`src/rtl/frogger_game_ctrl.sv`:
```
`default_nettype none
// frogger_game_ctrl: Frogger phase sequencer. Arbitrates switch presses into single moves,
// keeps lives/level/score, and times the death and level-up pauses in VGA frames.
module frogger_game_ctrl #(
  parameter int LIVES        = 3,
  parameter int MAX_LEVEL    = 9,
  parameter int DEATH_FRAMES = 60,
  parameter int LEVEL_FRAMES = 30
) (
  input  logic       i_Clk,
  input  logic       i_Reset,
  input  logic       i_VSync,
  input  logic       i_Up_Mvt,
  input  logic       i_Down_Mvt,
  input  logic       i_Left_Mvt,
  input  logic       i_Right_Mvt,
  input  logic       i_Collision,
  input  logic       i_Goal,
  output logic [2:0] o_State,
  output logic       o_Move_Valid,
  output logic [1:0] o_Move_Dir,
  output logic       o_Frog_Respawn,
  output logic       o_Freeze,
  output logic [1:0] o_Lives,
  output logic [3:0] o_Level,
  output logic [6:0] o_Score
);

  typedef enum logic [2:0] {
    IDLE      = 3'd0,
    PLAY      = 3'd1,
    DYING     = 3'd2,
    LEVEL_UP  = 3'd3,
    GAME_OVER = 3'd4
  } state_t;

  localparam logic [1:0] LIVES_INIT = 2'(LIVES);
  localparam logic [3:0] LEVEL_TOP  = 4'(MAX_LEVEL);
  localparam logic [7:0] DEATH_END  = 8'(DEATH_FRAMES);
  localparam logic [7:0] LEVEL_END  = 8'(LEVEL_FRAMES);
  localparam logic [6:0] SCORE_TOP  = 7'd99;

  state_t     state, state_nxt;
  logic [3:0] sw, sw_prev, rise;
  logic       vsync_prev, frame_tick, start_evt;
  logic [7:0] frame_cnt, frame_cnt_nxt, frame_cnt_inc;
  logic [1:0] lives, lives_nxt;
  logic [3:0] level, level_nxt;
  logic [6:0] score, score_nxt;
  logic       move_valid_nxt, respawn_nxt;
  logic [1:0] move_dir_nxt;

  // Bit index equals the direction code, so lower index means higher priority.
  assign sw            = {i_Right_Mvt, i_Left_Mvt, i_Down_Mvt, i_Up_Mvt};
  assign rise          = sw & ~sw_prev;
  assign start_evt     = (&sw) & ~(&sw_prev);
  assign frame_tick    = vsync_prev & ~i_VSync;
  assign frame_cnt_inc = frame_cnt + 8'd1;

  always_comb begin
    state_nxt      = state;
    lives_nxt      = lives;
    level_nxt      = level;
    score_nxt      = score;
    frame_cnt_nxt  = frame_cnt;
    move_valid_nxt = 1'b0;
    move_dir_nxt   = 2'd0;
    respawn_nxt    = 1'b0;
    case (state)
      IDLE: begin
        if (start_evt) begin
          state_nxt   = PLAY;
          respawn_nxt = 1'b1;
        end
      end
      PLAY: begin
        if (i_Collision) begin
          state_nxt     = DYING;
          frame_cnt_nxt = 8'd0;
          if (lives != 2'd0) lives_nxt = lives - 2'd1;
        end else if (i_Goal) begin
          state_nxt     = LEVEL_UP;
          frame_cnt_nxt = 8'd0;
          if (score < SCORE_TOP) score_nxt = score + 7'd1;
          if (level < LEVEL_TOP) level_nxt = level + 4'd1;
        end else if (|rise) begin
          move_valid_nxt = 1'b1;
          if (rise[0])      move_dir_nxt = 2'd0;
          else if (rise[1]) move_dir_nxt = 2'd1;
          else if (rise[2]) move_dir_nxt = 2'd2;
          else              move_dir_nxt = 2'd3;
        end
      end
      DYING: begin
        if (frame_tick) begin
          frame_cnt_nxt = frame_cnt_inc;
          if (frame_cnt_inc == DEATH_END) begin
            if (lives == 2'd0) begin
              state_nxt = GAME_OVER;
            end else begin
              state_nxt   = PLAY;
              respawn_nxt = 1'b1;
            end
          end
        end
      end
      LEVEL_UP: begin
        if (frame_tick) begin
          frame_cnt_nxt = frame_cnt_inc;
          if (frame_cnt_inc == LEVEL_END) begin
            state_nxt   = PLAY;
            respawn_nxt = 1'b1;
          end
        end
      end
      GAME_OVER: begin
        if (start_evt) begin
          state_nxt   = PLAY;
          respawn_nxt = 1'b1;
          lives_nxt   = LIVES_INIT;
          level_nxt   = 4'd1;
          score_nxt   = 7'd0;
        end
      end
      default: state_nxt = IDLE;
    endcase
  end

  always_ff @(posedge i_Clk) begin
    if (i_Reset) begin
      state          <= IDLE;
      lives          <= LIVES_INIT;
      level          <= 4'd1;
      score          <= 7'd0;
      frame_cnt      <= 8'd0;
      sw_prev        <= 4'd0;
      vsync_prev     <= 1'b1;
      o_Move_Valid   <= 1'b0;
      o_Move_Dir     <= 2'd0;
      o_Frog_Respawn <= 1'b0;
      o_Freeze       <= 1'b1;
    end else begin
      state          <= state_nxt;
      lives          <= lives_nxt;
      level          <= level_nxt;
      score          <= score_nxt;
      frame_cnt      <= frame_cnt_nxt;
      sw_prev        <= sw;
      vsync_prev     <= i_VSync;
      o_Move_Valid   <= move_valid_nxt;
      o_Move_Dir     <= move_dir_nxt;
      o_Frog_Respawn <= respawn_nxt;
      o_Freeze       <= (state_nxt != PLAY);
    end
  end

  assign o_State = state;
  assign o_Lives = lives;
  assign o_Level = level;
  assign o_Score = score;

endmodule
`default_nettype wire

```
`config.mk`:
```
export PLATFORM = sky130hd
export DESIGN_NAME = frogger_game_ctrl
export DESIGN_NICKNAME = d
export VERILOG_FILES = /design/src/rtl/frogger_game_ctrl.sv
export SDC_FILE = /design/constraint.sdc
export NUM_CORES = 1
export LEC_CHECK = 0
export ABC_AREA = 1
export BUFFER_PORTS_ARGS = -buffer_cell sky130_fd_sc_hd__clkbuf_2
export CORE_ASPECT_RATIO = 0.8
export CORE_MARGIN = 2
export CORE_UTILIZATION = 59
export CTS_CLUSTER_SIZE = 14
export DETAILED_ROUTE_END_ITERATION = 6
export GPL_TIMING_DRIVEN = 0
export PLACE_DENSITY = 0.92
export SLEW_MARGIN = 20
export SYNTH_ARGS = -nofsm -noshare
export SYNTH_HDL_FRONTEND = slang
export SYNTH_SLANG_ARGS = --single-unit
```
`constraint.sdc`:
```
create_clock -name i_Clk -period 2.5 [get_ports i_Clk]
set_input_delay 0.125 -clock i_Clk [delete_from_list [all_inputs] [get_ports i_Clk]]
set_output_delay 0.125 -clock i_Clk [all_outputs]
set_load 0.05 [all_outputs]
```
==> results of run 1 <==
## registers in the layout, summed over array words and instances (netlist names)
signal          flops
o_Freeze            1
o_Lives             2
frame_cnt           8
o_Score             7
vsync_prev          1
o_State             3
o_Frog_Respawn      1
o_Move_Valid        1
o_Level             4
sw_prev             4
o_Move_Dir          2
## cells by family after synthesis
kind of cell | count (synthesis)
XOR/XNOR | 3
adder cells (fa/ha/maj) | 6
buffers and inverters | 44
AND/OR/NAND/NOR | 134
flip-flops | 34
AO/OA/AOI/OAI | 37
## power by group through the flow
stage,Combinational [mW],Sequential [mW],Clock (mW)
2_1_floorplan,0.0336,0.580,0
3_3_place_gp,0.0663,0.568,0
3_5_place_dp,0.0681,0.568,0
4_1_cts,0.0695,0.556,0.423
5_1_grt,0.0779,0.557,0.445
6_report,0.0700,0.556,0.412
## worst min-delay path, cell delays in order
cell and delay, ns:
clkbuf_2 0.08, inv_1 0.04, nand2_1 0.04
## layout make-up
class / count / area, um^2
Multi-Input combinational cell: 180 / 922.1
Fill cell: 233 / 755.7
Sequential cell: 34 / 680.7
Inverter: 42 / 157.7
Timing Repair Buffer: 29 / 145.1
Clock buffer: 7 / 86.33
Tap cell: 38 / 47.55
Buffer: 2 / 7.507
Clock inverter: 1 / 5.005
## metrics by stage
stage | setup WS [ns] | area (um^2)
after floorplan | 0.6698 | 1768
after global placement | 0.6823 | 1961
after detailed placement | 0.6746 | 1961
after CTS | 0.6555 | 2052
after global routing | 0.4303 | 2052
final | 0.5997 | 2052
## path summary, 6_finish.rpt
| kind | start | end | cells after the start |
|---|---|---|---|
| setup / recovery | frame_cnt[0]$_SDFFE_PP0P_ | o_Freeze$_SDFF_PP1_ | 8 |
| hold / removal | i_VSync | vsync_prev$_SDFF_PP1_ | 3 |
| setup reg to reg | frame_cnt[0]$_SDFFE_PP0P_ | o_Freeze$_SDFF_PP1_ | 8 |
| hold reg to reg | o_Score[6]$_SDFFE_PP0P_ | o_Score[6]$_SDFFE_PP0P_ | 2 |
## cells in the mapped netlist, types with 2 or more instances
cell type  instances
inv_2              6
nand3_1           17
o21ai_0            7
inv_1             36
nor3_4             2
o21ai_1            2
nand4_1            9
a21oi_1           24
nor3_1             6
nand2_1           62
nor2_1            28
ha_1               6
dfxtp_1           34
clkbuf_1           2
xnor2_1            2
a211oi_1           2
## metal layers
layer	up-vias	GRT usage	routed length (um)
li1	907	-	-
met2	65	0.4167	1712
met5	-	0	0
met4	0	0.1250	80
met1	787	0.3469	1876
met3	7	0.06596	290
==> results_dict.tcl, run 1 <==
set metrics [dict create \
    synth-seq-area-share 0.3850 \
    nets 309 \
    crit_path_frequent_cell "nand3_1" \
    clock_latency_ns 0.29 \
    slowest_stage "dfxtp_1" \
    worst-setup-path-type "reg2reg" \
    yosysWarnings 0 \
    layout_common_cells "nand2_1, inv_1, dfxtp_1" \
    yosys.area_share.simple 0.3531 \
    cts_tree "done" \
    synthTopCellsByArea "dfxtp_1, nand2_1, inv_1, a21oi_1, nor2_1" \
    fmax_mhz 526.2 \
    post-route-min-period_ns 1.900 \
    rows 17 \
    synth.ff_latch_count 34 \
    startpoint_type "flop" \
    grt_util_all_layers 0.2663 \
    synth-adder-area-share 0.04246 \
    status "complete, no violations" \
    vias 1766 \
    rsz0062_at_grt "false" \
    worstMarginPinSlew_ns 0.5250 \
    portBuffers 29 \
    cts_sinks 34 \
    worstPathRequired_ns 2.66 \
    path_delay_family "simple AND/OR/NAND/NOR gates" \
    gp_congestion 0.9354 \
    htree_levels 2 \
    yosysUniqueCellTypes 29 \
    syn_area_um2 1768 \
    synth_mux_area_frac 0 \
    finClkSkew_ns 0.01065 \
    cts_buffers 5 \
    pwr-share-clk 0.397 \
    drc_errors 0 \
    synth_compound_area_frac 0.1111 \
    synth_nets 273 \
    maxSlewHeadroom 0.6500 \
    ant_nets 0 \
    cts-resized-gates 0 \
    synth_xor_area_frac 0.01486 \
    cts_buffer_depth 2 \
    max_cap_violations 0 \
    layout_commonest_cell "nand2_1" \
    area_growth_pct 16.07 \
    final_layout_size_suffix_gt1_frac 0.1763 \
    synth_edf_count 0 \
    post-route-util 0.7308 \
    peakVddDrop_mv 0.4245 \
    whs_ns 0.03113 \
    synth_top_area_share 0.3850 \
    instances_no_fill 333 \
    grt_pass1_wl_um 6893 \
    setup_viol 0 \
    worstPathCellList "ha_1 > nand3_1 > o21ai_0 > nand2_1 > nor2_2 > nand4_1 > a21oi_2 > nand3_1" \
    syn_inst 258 \
    power_leakage_nw 0.8973 \
    slew_viol_final 0 \
    setup_tns_ns 0 \
    antenna_found_initial 0 \
    dp_cells 325 \
    ys_async_sr_fraction 0 \
    critPathMaxStageDelay_ns 0.42 \
    ioPinCount 30 \
    grt_max_degree 11 \
    crit_buf_inv 0 \
    die_area_um2 3453 \
    drt_iter0_drc 149 \
    ctsHoldBuffers 0 \
    viasPerCell 5.303 \
    cp-end-kind "flop" \
    grt_overflow 0 \
    drt-pass1-iter-count 4 \
    wire_per_inst_um 11.89 \
    p_switching_uw 247.5 \
    coreArea_um2 2808 \
    syn_area_per_cell_um2 6.853 \
    clockRootBuffer "clkbuf_8" \
    synth_ff_type "dfxtp_1" \
    initial_core_util 0.6297 \
    power_density_nw_per_um2 506.0 \
    wirelength_um 3959 \
    die_y_um 52.96 \
    n_antenna_cell 0 \
    p_total_mw 1.038 \
    intPower_uw 790.7 \
    timing.final.crit_share 0.7601 \
    clk_pin_slew_worst_paths_ns 0.06 \
    grt_pass1_vias 1607 \
    hold_viol_final 0 \
    hpwl_um 2880 \
    seqPwrFrac 0.536 \
    pwr-share-comb 0.067 \
    switching_share 0.2384 \
    worstPathMaxFanout 6 \
    synth_top_family_by_area "simple AND/OR/NAND/NOR gates" \
    cp.arrival_ns 2.06 \
    synth_area_leader_cell "dfxtp_1" \
    r2r_setup_slack_ns 0.60 \
    die_w_um 65.20 \
    cts_setup_buffers 0 \
    hold_class "in2reg" \
]
(Power assumes the default switching activity.)
==> run 2, diff against run 1 <==
--- a/config.mk
+++ b/config.mk
@@ -9,11 +9,11 @@
 export BUFFER_PORTS_ARGS = -buffer_cell sky130_fd_sc_hd__clkbuf_2
 export CORE_ASPECT_RATIO = 0.8
 export CORE_MARGIN = 2
-export CORE_UTILIZATION = 59
+export CORE_UTILIZATION = 50
 export CTS_CLUSTER_SIZE = 14
 export DETAILED_ROUTE_END_ITERATION = 6
 export GPL_TIMING_DRIVEN = 0
-export PLACE_DENSITY = 0.92
+export PLACE_DENSITY = 0.84
 export SLEW_MARGIN = 20
 export SYNTH_ARGS = -nofsm -noshare
 export SYNTH_HDL_FRONTEND = slang
==> constraint.sdc (replaced) <==
create_clock -name i_Clk -period 1.57 [get_ports i_Clk]
set_input_delay 0.0785 -clock i_Clk [delete_from_list [all_inputs] [get_ports i_Clk]]
set_output_delay 0.0785 -clock i_Clk [all_outputs]
set_load 0.05 [all_outputs]
==> results_dict.tcl, run 2 (synthesized netlist as in run 1, its figures left out) <==
set metrics [dict create \
    slew_viol_final 0 \
    cp.arrival_ns 1.75 \
    cts_sinks 34 \
    critPathMaxStageDelay_ns 0.38 \
    vias 1877 \
    rsz0062_at_grt "true" \
    clockRootBuffer "clkbuf_8" \
    fin_ws_ns -0.004761 \
    max_cap_violations 0 \
    slowest_stage "dfxtp_4" \
    violations "negative setup slack" \
    coreArea_um2 3400 \
    switching_share 0.2586 \
    r2r_cells 8 \
    portBuffers 29 \
    worstPathMaxFanout 5 \
    initial_core_util 0.5201 \
    drt-pass1-iter-count 5 \
    worstPathCellList "ha_4 > nand3_4 > o21ai_2 > nand2_2 > nor2_4 > nand4_1 > a21oi_2 > nand3_1" \
    grt_pass1_vias 1545 \
    status "complete, but fails checks" \
    wire_per_inst_um 12.91 \
    pwr-share-clk 0.410 \
    antenna_found_initial 0 \
    grt_util_all_layers 0.2045 \
    area_growth_pct 34.25 \
    p_switching_uw 437.0 \
    cp-end-kind "flop" \
    postLayoutCellArea_um2 2374 \
    cts_buffers 5 \
    die_w_um 70.48 \
    seqPwrFrac 0.517 \
    clk_pin_slew_worst_paths_ns 0.08 \
    wirelength_um 4623 \
    cts_buffer_depth 2 \
    hold_class "in2reg" \
    final_layout_size_suffix_gt1_frac 0.3228 \
    layout_commonest_cell "nand2_1" \
    setup_tns_ns -0.004761 \
    multi_input_area_um2 1025 \
    setup_viol 1 \
    cts_tree "done" \
    regArea_um2 716.9 \
    nFillCells 251 \
    n_antenna_cell 0 \
    place_ws_ns -0.3065 \
    finClkSkew_ns 0.01107 \
    largest_reg_flops 8 \
    startpoint_type "flop" \
    ioPinCount 30 \
    hold_path_depth 3 \
    power_density_nw_per_um2 712.0 \
    hold_viol_final 0 \
    pwr-share-comb 0.073 \
    clock_latency_ns 0.30 \
    top_register "frame_cnt" \
    drc_errors 0 \
    fmax_mhz 635.0 \
    p_total_mw 1.690 \
    dpl_cell_area_um2 1986 \
    grt_max_degree 12 \
    peakVddDrop_mv 0.4913 \
    timing.final.crit_share 1.003 \
    power_leakage_nw 1.016 \
    maxSlewHeadroom 0.6212 \
    worst-setup-path-type "reg2reg" \
    post-route-min-period_ns 1.575 \
    gp_congestion 0.8897 \
    ant_nets 0 \
    die_y_um 57.19 \
    rows 19 \
    drt_iter0_drc 136 \
    worstMarginPinSlew_ns 0.5682 \
    grt_pass1_wl_um 6582 \
    worstPathRequired_ns 1.74 \
    layout_common_cells "nand2_1, inv_1, clkbuf_2" \
    intPower_mw 1.253 \
    grt_overflow 0 \
    viasPerCell 5.243 \
    hpwl_um 2854 \
    htree_levels 2 \
    nets 330 \
    die_area_um2 4030 \
]
-- run 2: cell types whose count changed in the layout (fill, tap and decap cells not counted), moves of 4 or more --
cell	change
dfxtp_4	+8
dfxtp_2	+5
dfxtp_1	-13
nor2_1	-4
nand3_1	-4
buf_4	+19
-- run 2: metrics by stage --
stage | std cells | hold slack [ns] | utilization
2_1_floorplan | 258 | 0.1377 | -
3_3_place_gp | 329 | 0.2664 | 0.5841
3_5_place_dp | 329 | 0.2822 | 0.5841
4_1_cts | 344 | 0.02475 | 0.6415
5_1_grt | 358 | 0.04298 | 0.6982
6_report | 358 | 0.007548 | 0.6982
-- run 2: path summary, 6_finish.rpt --
| check | from | end | slack, ns |
|---|---|---|---|
| max | frame_cnt[1]$_SDFFE_PP0P_ | o_Freeze$_SDFF_PP1_ | -0.005 |
| min reg2reg | o_Score[6]$_SDFFE_PP0P_ | o_Score[6]$_SDFFE_PP0P_ | 0.48 |
| min | i_Down_Mvt | sw_prev[1]$_SDFF_PP0_ | 0.008 |
| max reg2reg | frame_cnt[1]$_SDFFE_PP0P_ | o_Freeze$_SDFF_PP1_ | -0.005 |
-- run 2: repair_timing --
action	in CTS	in global routing
hold endpoints to repair	1	0
hold buffers	1	0
endpoints found under the setup margin	9	16
gates resized for setup	14	26
pin swaps	6	17
buffers inserted	6	14
-- run 2: layout make-up --
class | instances | share of cell area
Inverter | 42 | 0.07064
Timing Repair Buffer | 50 | 0.1302
Tap cell | 42 | 0.02214
Sequential cell | 34 | 0.3021
Buffer | 2 | 0.003163
Clock inverter | 2 | 0.005271
Clock buffer | 6 | 0.03479
Multi-Input combinational cell | 180 | 0.4317
-- run 2: routing by layer --
layer	GRT usage	share of wire	vias up	wire, um
li1	-	-	950	-
met3	0.04947	0.089	12	410
met2	0.2911	0.42	93	1964
met4	0.08516	0.022	0	104
met5	0	0	-	0
met1	0.2971	0.46	822	2144
-- run 2: worst max-delay path, delay by kind of cell, from the launching register on --
kind / cells / cell delay [ns]
simple gates: 5 / 0.55
compound gates: 2 / 0.35
fa+ha+maj: 1 / 0.17
flops: 1 / 0.38
-- run 2: power groups by stage --
stage	clock network [mW]	registers (mW)	logic (mW)
final	0.693	0.874	0.123
after global routing	0.729	0.875	0.135
after CTS	0.688	0.879	0.112
after detailed placement	0	0.903	0.109
after global placement	0	0.902	0.107
after floorplan	0	0.922	0.0538
